$ cat src/rtl/vga_stream_capture.sv
// VGA receive sink: measures active geometry, locks on two identical frames and
// streams locked frames as 24-bit Avalon-ST pixels (SOP/EOP) through a FWFT FIFO.
module vga_stream_capture #(
    parameter int SYNC_ACTIVE_LOW = 1,
    parameter int CNT_W           = 12,
    parameter int FIFO_DEPTH      = 16
) (
    input  logic             clk_clk,
    input  logic             reset_reset_n,
    input  logic             pix_en,
    input  logic             vga_HS,
    input  logic             vga_VS,
    input  logic             vga_BLANK,
    input  logic [7:0]       vga_R,
    input  logic [7:0]       vga_G,
    input  logic [7:0]       vga_B,
    output logic [23:0]      st_data,
    output logic             st_valid,
    input  logic             st_ready,
    output logic             st_sop,
    output logic             st_eop,
    output logic [CNT_W-1:0] h_active,
    output logic [CNT_W-1:0] v_active,
    output logic             locked,
    output logic             overflow,
    input  logic             clr_overflow
);

    localparam int                AW       = $clog2(FIFO_DEPTH);
    localparam logic [CNT_W-1:0]  CNT_MAX  = '1;
    localparam logic [AW:0]       DEPTH_C  = (AW + 1)'(FIFO_DEPTH);

    typedef enum logic [1:0] {WAIT_VS, VBLANK, ACTIVE, HBLANK} state_t;

    state_t           r_state, w_state_nxt;
    logic             r_vs_prev;
    logic [CNT_W-1:0] r_x, r_y, r_width;
    logic             r_bad;
    logic [CNT_W-1:0] r_h_active, r_v_active;
    logic             r_locked, r_overflow;
    logic             r_streaming, r_drop, r_sop_pend;
    logic             r_hold_v, r_hold_sop;
    logic [23:0]      r_hold_data;
    logic [25:0]      r_mem [FIFO_DEPTH];
    logic [AW-1:0]    r_wr_ptr, r_rd_ptr;
    logic [AW:0]      r_count;

    logic             w_vs_lvl, w_hs_lvl, w_vs_rise, w_hs_fault, w_in_frame;
    logic             w_frame_start, w_frame_end, w_pix, w_line_end;
    logic             w_first_line, w_line_bad, w_bad_fin, w_frame_bad, w_lock_nxt;
    logic             w_locked_next;
    logic [CNT_W-1:0] w_width_fin, w_y_inc, w_y_fin;
    logic [23:0]      w_rgb;
    logic             w_push, w_push_ok, w_ovf, w_pop, w_full;
    logic [25:0]      w_push_word, w_head;

    assign w_vs_lvl   = (SYNC_ACTIVE_LOW != 0) ? ~vga_VS : vga_VS;
    assign w_hs_lvl   = (SYNC_ACTIVE_LOW != 0) ? ~vga_HS : vga_HS;
    assign w_rgb      = {vga_R, vga_G, vga_B};
    assign w_in_frame = (r_state != WAIT_VS);

    // All frame events are qualified by pix_en so unsampled cycles leave state untouched.
    assign w_vs_rise     = pix_en & w_vs_lvl & ~r_vs_prev;
    assign w_hs_fault    = pix_en & w_hs_lvl & vga_BLANK;
    assign w_frame_start = w_vs_rise & ~w_hs_fault;
    assign w_frame_end   = w_frame_start & w_in_frame;
    assign w_pix         = pix_en & vga_BLANK & w_in_frame & ~w_vs_rise & ~w_hs_fault;
    assign w_line_end    = pix_en & ~vga_BLANK & (r_state == ACTIVE);

    assign w_first_line  = (r_y == '0);
    assign w_width_fin   = (w_line_end && w_first_line) ? r_x : r_width;
    assign w_y_inc       = (r_y == CNT_MAX) ? r_y : r_y + 1'b1;
    assign w_y_fin       = w_line_end ? w_y_inc : r_y;
    assign w_line_bad    = w_line_end && ((!w_first_line && (r_x != r_width)) || (r_y == CNT_MAX));
    assign w_bad_fin     = r_bad | w_line_bad;
    assign w_frame_bad   = w_bad_fin | vga_BLANK;
    assign w_lock_nxt    = !w_frame_bad && (w_width_fin == r_h_active) && (w_y_fin == r_v_active)
                           && (w_width_fin != '0) && (w_y_fin != '0);
    assign w_locked_next = w_frame_end ? w_lock_nxt : r_locked;

    always_comb begin
        w_state_nxt = r_state;
        if (pix_en) begin
            if (w_hs_fault) begin
                w_state_nxt = WAIT_VS;
            end else if (w_vs_rise) begin
                w_state_nxt = VBLANK;
            end else begin
                case (r_state)
                    VBLANK:  if (vga_BLANK)  w_state_nxt = ACTIVE;
                    ACTIVE:  if (!vga_BLANK) w_state_nxt = HBLANK;
                    HBLANK:  if (vga_BLANK)  w_state_nxt = ACTIVE;
                    default: w_state_nxt = r_state;
                endcase
            end
        end
    end

    always_ff @(posedge clk_clk or negedge reset_reset_n) begin
        if (!reset_reset_n) begin
            r_state   <= WAIT_VS;
            r_vs_prev <= 1'b0;
        end else begin
            r_state <= w_state_nxt;
            if (pix_en) r_vs_prev <= w_vs_lvl;
        end
    end

    always_ff @(posedge clk_clk or negedge reset_reset_n) begin
        if (!reset_reset_n) begin
            r_x        <= '0;
            r_y        <= '0;
            r_width    <= '0;
            r_bad      <= 1'b0;
            r_h_active <= '0;
            r_v_active <= '0;
            r_locked   <= 1'b0;
        end else begin
            if (w_hs_fault || w_frame_start) begin
                r_x     <= '0;
                r_y     <= '0;
                r_width <= '0;
                r_bad   <= 1'b0;
            end else begin
                if (w_pix && r_x != CNT_MAX) r_x <= r_x + 1'b1;
                if (w_line_end) begin
                    r_x     <= '0;
                    r_y     <= w_y_fin;
                    r_width <= w_width_fin;
                end
                r_bad <= w_bad_fin | (w_pix && (r_x == CNT_MAX));
            end
            if (w_frame_end && !w_frame_bad) begin
                r_h_active <= w_width_fin;
                r_v_active <= w_y_fin;
            end
            if (w_hs_fault)       r_locked <= 1'b0;
            else if (w_frame_end) r_locked <= w_lock_nxt;
        end
    end

    // The hold register delays each pixel by one so the last one can carry EOP at frame end.
    always_comb begin
        w_push      = 1'b0;
        w_push_word = '0;
        if (w_pix && r_streaming && !r_drop && r_hold_v) begin
            w_push      = 1'b1;
            w_push_word = {r_hold_sop, 1'b0, r_hold_data};
        end else if (w_frame_end && r_hold_v) begin
            w_push      = 1'b1;
            w_push_word = {r_hold_sop, 1'b1, r_hold_data};
        end
    end

    assign st_valid  = (r_count != '0);
    assign w_pop     = st_valid & st_ready;
    assign w_full    = (r_count == DEPTH_C) & ~w_pop;
    assign w_push_ok = w_push & ~w_full;
    assign w_ovf     = w_push & w_full;

    always_ff @(posedge clk_clk or negedge reset_reset_n) begin
        if (!reset_reset_n) begin
            r_streaming <= 1'b0;
            r_drop      <= 1'b0;
            r_sop_pend  <= 1'b0;
            r_hold_v    <= 1'b0;
            r_hold_sop  <= 1'b0;
            r_hold_data <= '0;
            r_overflow  <= 1'b0;
        end else begin
            if (w_hs_fault) begin
                r_streaming <= 1'b0;
                r_drop      <= 1'b0;
                r_hold_v    <= 1'b0;
            end else if (w_frame_start) begin
                r_streaming <= w_locked_next;
                r_drop      <= 1'b0;
                r_sop_pend  <= 1'b1;
                r_hold_v    <= 1'b0;
            end else if (w_pix && r_streaming && !r_drop) begin
                if (w_ovf) begin
                    r_drop   <= 1'b1;
                    r_hold_v <= 1'b0;
                end else begin
                    r_hold_v    <= 1'b1;
                    r_hold_data <= w_rgb;
                    r_hold_sop  <= r_sop_pend;
                    r_sop_pend  <= 1'b0;
                end
            end
            if (w_ovf)             r_overflow <= 1'b1;
            else if (clr_overflow) r_overflow <= 1'b0;
        end
    end

    always_ff @(posedge clk_clk) begin
        if (w_push_ok) r_mem[r_wr_ptr] <= w_push_word;
    end

    always_ff @(posedge clk_clk or negedge reset_reset_n) begin
        if (!reset_reset_n) begin
            r_wr_ptr <= '0;
            r_rd_ptr <= '0;
            r_count  <= '0;
        end else begin
            if (w_push_ok) r_wr_ptr <= r_wr_ptr + 1'b1;
            if (w_pop)     r_rd_ptr <= r_rd_ptr + 1'b1;
            case ({w_push_ok, w_pop})
                2'b10:   r_count <= r_count + 1'b1;
                2'b01:   r_count <= r_count - 1'b1;
                default: r_count <= r_count;
            endcase
        end
    end

    assign w_head   = r_mem[r_rd_ptr];
    assign {st_sop, st_eop, st_data} = st_valid ? w_head : '0;
    assign h_active = r_h_active;
    assign v_active = r_v_active;
    assign locked   = r_locked;
    assign overflow = r_overflow;

endmodule

$ cat config.mk
export PLATFORM = sky130hd
export DESIGN_NAME = vga_stream_capture
export DESIGN_NICKNAME = d
export VERILOG_FILES = /design/src/rtl/vga_stream_capture.sv
export SDC_FILE = /design/constraint.sdc
export NUM_CORES = 1
export LEC_CHECK = 0
export CAP_MARGIN = 0
export CORE_MARGIN = 2
export CORE_UTILIZATION = 56
export CTS_CLUSTER_DIAMETER = 100
export DETAILED_ROUTE_END_ITERATION = 8
export PLACE_DENSITY = 0.73
export SLEW_MARGIN = 20
export SYNTH_ARGS = -nofsm -noshare
export SYNTH_HDL_FRONTEND = slang
export SYNTH_SLANG_ARGS = --single-unit
$ cat constraint.sdc
create_clock -name clk_clk -period 5.2 [get_ports clk_clk]
set_input_delay 0.78 -clock clk_clk [delete_from_list [all_inputs] [get_ports clk_clk]]
set_output_delay 0.78 -clock clk_clk [all_outputs]
set_load 0.01 [all_outputs]
==> summary.md, run 1 <==
| Metric | Value |
|---|---|
| Status | `finished, final reports clean` |
| DRC errors left | `0` |
| GR met2 Demand/Resource | `a little over two fifths` |
| Ys async rst share | `20.6%` |
| Synth area leader | `edfxtp_1` |
| Reg2Reg Depth | `10` |
| Via/cell ratio | `6.13` |
| Die height | `between 200 and 250 µm` |
| Final nets | `1382` |
| H-tree depth | `2` |
| Placed inst area | `23400 µm²` |
| Clock slew at reported path FFs | `about 0.060 ns` |
| EDFF count, synth | `around 420` |
| Antenna diode count | `0` |
| Gp weighted congestion | `~0.93` |
| Global-route wire length before repair | `around 74000 µm` |
| Die X | `approximately 200 µm` |
| R2R setup slack | `approximately 1.4 ns` |
| Worst Path Required | `around 4.4 ns` |
| CTS Buf Count | `between 50 and 60` |
| Final Hold Violating Endpoints | `0` |
| #FFs+latches synth | `around 520` |
| Routed via count | `11.6k` |
| Gr busiest metal | `met2` |
| PostCTS Resize Cnt | `0` |
| Most frequent cell after synthesis | `edfxtp_1` |
| Core area | `roughly 38000 µm²` |
| Avg Cell Area, Syn | `around 18 µm²` |
| Seq/Total Area, Yosys | `a little over two thirds` |
| First DRT Iteration DRCs | `about 1.1k` |
| Slew HR | `around 20%` |
| Worst clock skew | `0.0151 ns` |
| Routed WL | `about 48000 µm` |
| Layout cells sized above 1 | `between 20% and 30%` |
| CP Launch Type | `flip-flop` |
| TritonCTS Sinks | `~520` |
| Synth top cells by count | `edfxtp_1, mux4_2, dfrtp_1` |
| Kind of critical path | `reg -> out` |
| Boundary Pins | `85` |
| Initial antenna violation count | `3` |
| Syn Inst Count | `roughly 1.2k` |
| Routed Antenna Nets | `0` |
| Worst vdd ir | `0.328 mV` |
| Post-Route Setup TNS | `0 ns` |
| Post-CTS Hold Fix Bufs | `0` |
| Pin count of the biggest net entering global routing | `45` |
| Beginning of the critical path | `r_rd_ptr[0]` |
| Final-layout fill cell count | `2601` |
| Max Cap Violations | `0` |
| Vias in the first global route | `between 10k and 15k` |
| Most used DFF post-synth | `edfxtp_1` |
| Count of input and output buffers | `84` |
| Starting Density | `a little under three fifths` |
| Syn nets | `approximately 1.3k` |
| Tot Pwr | `~0.012 W` |
| Crit Path Max Fanout | `22` |
| Yosys warnings | `0` |
| Site row count | `between 70 and 80` |
| R2R Path End | `r_streaming` |
| GRT Residual Overflow | `0` |
| Worst-skew pair later-pin latency | `~0.6 ns` |
| Slew @ Worst Pin | `~1.2 ns` |
| Arrival @ worst endpoint | `3.49 ns` |
| Clk root buf | `clkbuf_16` |
| Top post-synthesis cells by area | `edfxtp_1, mux4_2, dfrtp_1` |
| Yosys cell types | `58` |
| Static leakage | `7.78 nW` |
| Synth Cell Area | `approximately 22000 µm²` |
| RSZ-0062 raised after global routing | `no` |
| Final max-slew violation count | `0` |
| Final Instance Area | `approximately 25000 µm²` |
| CTS Buffer Depth | `3` |
| Routing usage on met3 | `under 10%` |
| Global Route met1 Usage | `between 30 and 40%` |
| Tightest Hold Check Type | `in -> async` |
| Post-DR wirelength/cell | `25.4 µm` |
| Power Density | `around 460 nW/µm²` |
| Post-DP HPWL | `~30000 µm` |
| Crit. End Element | `primary output` |
| Synth top area share | `between 50% and 60%` |
| Final Cycle Share | `82.0%` |
| Final setup fails | `0` |
| CTS tree | `built` |
| Max Clk Rate | `around 230 MHz` |
| Die ar. | `40300 µm²` |
| Setup Fix Bufs, Post-CTS | `0` |
| RR Startpoint | `r_y[0]` |
| Gr usage total | `24.7%` |
| Syn-to-layout area delta | `16.4%` |
| Fin crit period | `4.27 ns` |
| End of the critical path | `st_data[16]` |
| Drt pass-1 iters | `5` |
[state kept, by name, indices dropped and copies added (netlist names), 2 cells and up]
name / cells
r_wr_ptr: 4
r_y: 12
v_active: 12
h_active: 12
r_count: 5
r_rd_ptr: 4
r_mem: 416
r_hold_data: 24
r_state: 2
r_x: 12
r_width: 12
[worst min-delay path by stage]
stage,from,to,slack [ns],depth (start not counted)
after global placement,r_sop_pend,r_sop_pend,0.46,1
final,reset_reset_n,r_hold_data[5],0.23,1
after floorplan,r_sop_pend,r_sop_pend,0.45,1
after detailed placement,r_count[4],r_count[4],0.48,1
after CTS,reset_reset_n,r_hold_data[6],0.24,1
after global routing,reset_reset_n,r_hold_data[8],0.27,1
[layout make-up]
cell class / count / area, µm² / area share (%)
Clock inverter: 29 / 417 / 1.65
Multi-Input combinational cell: 609 / 6220 / 24.6
Tap cell: 518 / 648 / 2.57
Sequential cell: 524 / 15200 / 60.2
Timing Repair Buffer: 124 / 1260 / 5.00
Inverter: 26 / 97.6 / 0.387
Clock buffer: 67 / 1400 / 5.54
[power breakdown]
group          switching (W)  internal, W  total (W)
combinational        0.00111      0.00141    0.00252
clock                0.00156      0.00240    0.00396
sequential          0.000465      0.00476    0.00522
total                0.00314      0.00856     0.0117
[routing by layer]
metal	wire, µm	share of wire (%)
met1	18900	39
met2	24800	52
met3	3100	6.4
met4	1300	2.7
met5	26	0.054
[critical path, stage by stage (launching register included)]
cell	delay, ns
dfrtp_4	0.73
buf_4	0.42
mux4_2	0.58
mux4_2	0.47
and2_1	0.20
clkdlybuf4s50_1	0.48
[metrics by stage]
stage,utilization [%],instances,setup WS [ns],hold WS (ns)
finish,65.6,1897,0.934,0.232
global route,65.6,1897,0.762,0.274
CTS,65.6,1897,0.859,0.239
detailed placement,60.9,1801,0.827,0.479
global placement,60.9,1801,0.945,0.457
floorplan,-,1230,0.677,0.445
[layout by cell type (no fill, tap or decap), types with 5 or more instances in the layout]
| master | netlist | routed |
|---|---|---|
| a211oi_1 | 5 | 5 |
| a21o_1 | 5 | 5 |
| a21oi_1 | 29 | 29 |
| and2_1 | 55 | 55 |
| buf_12 | 1 | 10 |
| buf_4 | 0 | 31 |
| bufinv_16 | 0 | 10 |
| clkbuf_1 | 49 | 12 |
| clkbuf_16 | 0 | 53 |
| clkdlybuf4s50_1 | 0 | 83 |
| clkinv_1 | 0 | 7 |
| clkinv_2 | 0 | 10 |
| dfrtp_1 | 108 | 105 |
| edfxtp_1 | 416 | 416 |
| ha_1 | 12 | 12 |
| inv_1 | 26 | 26 |
| mux2_2 | 27 | 27 |
| mux2i_1 | 22 | 22 |
| mux4_2 | 130 | 130 |
| nand2_1 | 28 | 27 |
| nand2b_1 | 5 | 5 |
| nand3_1 | 14 | 14 |
| nand4_1 | 20 | 20 |
| nor2_1 | 85 | 73 |
| nor2_4 | 0 | 12 |
| nor2b_1 | 6 | 6 |
| nor3_1 | 19 | 15 |
| nor4_1 | 18 | 17 |
| o21ai_0 | 19 | 18 |
| o22ai_1 | 7 | 7 |
| xnor2_1 | 36 | 36 |
| xor2_1 | 14 | 14 |
[cell families after synthesis]
group / after synthesis / synth area share, %
muxes: 179 / 15.9
and+or+nand+nor: 274 / 6.62
DFF: 524 / 70.1
AOI/OAI and AO/OA: 93 / 2.76
xor gates and xnor gates: 50 / 2.02
buffers and inverters: 97 / 1.83
adders and majority gates: 13 / 0.785
No activity file was read; power rests on OpenSTA's default activity.
==> run 2, diff against run 1 <==
==> constraint.sdc (replaced) <==
create_clock -name clk_clk -period 4.1 [get_ports clk_clk]
set_input_delay 0.615 -clock clk_clk [delete_from_list [all_inputs] [get_ports clk_clk]]
set_output_delay 0.615 -clock clk_clk [all_outputs]
set_load 0.01 [all_outputs]
==> run 2 against run 1 <==
Effect of this change: first-iteration DRC count decreased by 0.70%; sequential power increased by 25%; clock skew is 0.0034 ns lower; largest cell class unchanged; highest routed layer is now met4; worst hold slack got worse by 0.20 ns.
==> summary.md, run 2 (synthesis results as in run 1) <==
| Metric | Value |
|---|---|
| Worst vdd ir | `0.525 mV` |
| Setup Fix Bufs, Post-CTS | `0` |
| Drt pass-1 iters | `5` |
| Kind of critical path | `reg -> out` |
| Post-Route Setup TNS | `0 ns` |
| R2R setup slack | `between 0.4 and 0.5 ns` |
| Antenna diode count | `0` |
| Slew HR | `roughly two fifths` |
| Top reg by flops | `r_mem` |
| Post-DP HPWL | `slightly below 30000 µm` |
| Worst clock skew | `between 0.01 and 0.015 ns` |
| Biggest regs | `r_mem (416), r_hold_data (24)` |
| R2R Path End | `r_streaming` |
| Layout cells sized above 1 | `a little under a quarter` |
| Die ar. | `about 40000 µm²` |
| Routed Antenna Nets | `0` |
| PostCTS Resize Cnt | `0` |
| Die height | `around 200 µm` |
| Gr usage total | `between 20 and 30%` |
| Fin cells | `approximately 1.9k` |
| Placed cell count | `about 1.8k` |
| Reg2Reg Depth | `10` |
| Static leakage | `roughly 7.8 nW` |
| Final-layout fill cell count | `approximately 2.6k` |
| Status | `finished, final reports clean` |
| Final max-slew violation count | `0` |
| Crit path largest cell delay | `roughly 0.57 ns` |
| RR Startpoint | `r_y[0]` |
| Routed via count | `between 10k and 15k` |
| Syn-to-layout area delta | `17.0%` |
| Slew @ Worst Pin | `between 0.9 and 1 ns` |
| H-tree depth | `2` |
| TritonCTS Sinks | `about 520` |
| Gp weighted congestion | `0.864` |
| First DRT Iteration DRCs | `approximately 1.1k` |
| CTS Buffer Depth | `3` |
| Initial antenna violation count | `1` |
| Routed WL | `around 49000 µm` |
| Final nets | `roughly 1.4k` |
| Max reg flops | `416` |
| CTS Buf Count | `a little over 50` |
| Final Hold Violating Endpoints | `0` |
| Site row count | `72` |
| RSZ-0062 raised after global routing | `no` |
| Crit. End Element | `primary output` |
| Crit path cell chain | `buf_12 -> mux4_2 -> mux4_2 -> and2_1 -> clkdlybuf4s50_1` |
| GRT Residual Overflow | `0` |
| Worst-skew pair later-pin latency | `~0.61 ns` |
| Most frequent cells in the layout | `edfxtp_1, mux4_2, dfrtp_1` |
| Die X | `around 200 µm` |
| Core area | `38500 µm²` |
| Post-DR wirelength/cell | `roughly 26 µm` |
| Boundary Pins | `85` |
| CP Launch Type | `flip-flop` |
| Crit-path slowest cell | `mux4_2` |
| Via/cell ratio | `6.07` |
| Tightest Hold Check Type | `in -> async` |
| Post-CTS Hold Fix Bufs | `0` |
| Vias in the first global route | `approximately 12k` |
| DRC errors left | `0` |
| Clk root buf | `clkbuf_16` |
| Max Clk Rate | `between 200 and 300 MHz` |
| Crit path top cell by count | `mux4_2` |
| Most common cell after layout, fill and taps aside | `edfxtp_1` |
| Max Cap Violations | `0` |
| Pin count of the biggest net entering global routing | `a little under 50` |
| Power Density | `about 590 nW/µm²` |
| Crit Path Max Fanout | `40` |
| Final setup fails | `0` |
| CTS tree | `built` |
| Worst Path Required | `approximately 3.5 ns` |
| Arrival @ worst endpoint | `around 3.3 ns` |
| Fin crit period | `slightly below 4 ns` |
| Starting Density | `a little under three fifths` |
| Global-route wire length before repair | `75000 µm` |
| Count of input and output buffers | `84` |
| Clock slew at reported path FFs | `around 0.060 ns` |
| Final Cycle Share | `a little over nine tenths` |
-- run 2: cell count changes in the layout (fill, tap and decap cells not counted), moves of 4 or more --
cell	before	now
nor3_4	0	4
nor3_2	4	0
clkinvlp_4	0	5
buf_4	31	39
clkbuf_1	12	4
clkinv_2	10	14
-- run 2: report_power, final --
| group | total, W | internal (W) | switching, W | leakage (nW) |
|---|---|---|---|---|
| registers | 0.00652 | 0.00603 | 0.000486 | 4.43 |
| clock network | 0.00497 | 0.00292 | 0.00205 | 0.880 |
| logic | 0.00338 | 0.00184 | 0.00154 | 2.51 |
| total | 0.0149 | 0.0108 | 0.00408 | 7.82 |
-- run 2: layout make-up --
type | count | area, µm² | share of cell area [%]
Timing Repair Buffer | 135 | 1380 | 5.45
Sequential cell | 524 | 15200 | 59.9
Tap cell | 518 | 648 | 2.55
Clock buffer | 60 | 1370 | 5.40
Multi-Input combinational cell | 609 | 6240 | 24.6
Inverter | 26 | 97.6 | 0.385
Clock inverter | 36 | 434 | 1.71
-- run 2: routing by layer --
metal	part of all wire, %	global-route usage, %	up-vias	wire [µm]
li1	-	-	5064	-
met3	6.1	4.16	97	3000
met5	0	0	-	0
met2	51	42.1	448	24900
met4	3.2	9.44	0	1540
met1	40	33.5	5974	19400
-- run 2: worst max-delay path: cells and delay by family (launching register included) --
| family | cells | cell delay, ns |
|---|---|---|
| buffers and inverters | 2 | 0.80 |
| AND/OR/NAND/NOR | 1 | 0.18 |
| multiplexers | 2 | 1.08 |
| flip-flops | 1 | 0.54 |
-- run 2: worst max path at each step --
stage	cells past startpoint	startpoint	slack [ns]	end
detailed placement	13	pix_en	0.24	r_count[4]
finish	5	r_rd_ptr[0]	0.23	st_data[13]
CTS	5	r_rd_ptr[0]	0.16	st_data[6]
global placement	13	pix_en	0.30	r_count[4]
floorplan	7	vga_VS	0.44	r_mem[15][0]
global route	5	r_rd_ptr[0]	0.13	st_data[13]
-- run 2: per-stage QoR --
step	instance area (µm²)	hold WS, ns	setup slack (ns)	power [W]	utilization, %
2_1_floorplan	21700	0.319	0.436	0.00864	-
3_3_place_gp	23600	0.457	0.298	0.0100	61.3
3_5_place_dp	23600	0.463	0.244	0.0100	61.3
4_1_cts	25400	0.0450	0.163	0.0150	66.0
5_1_grt	25400	0.0730	0.125	0.0154	66.0
6_report	25400	0.0324	0.235	0.0149	66.0
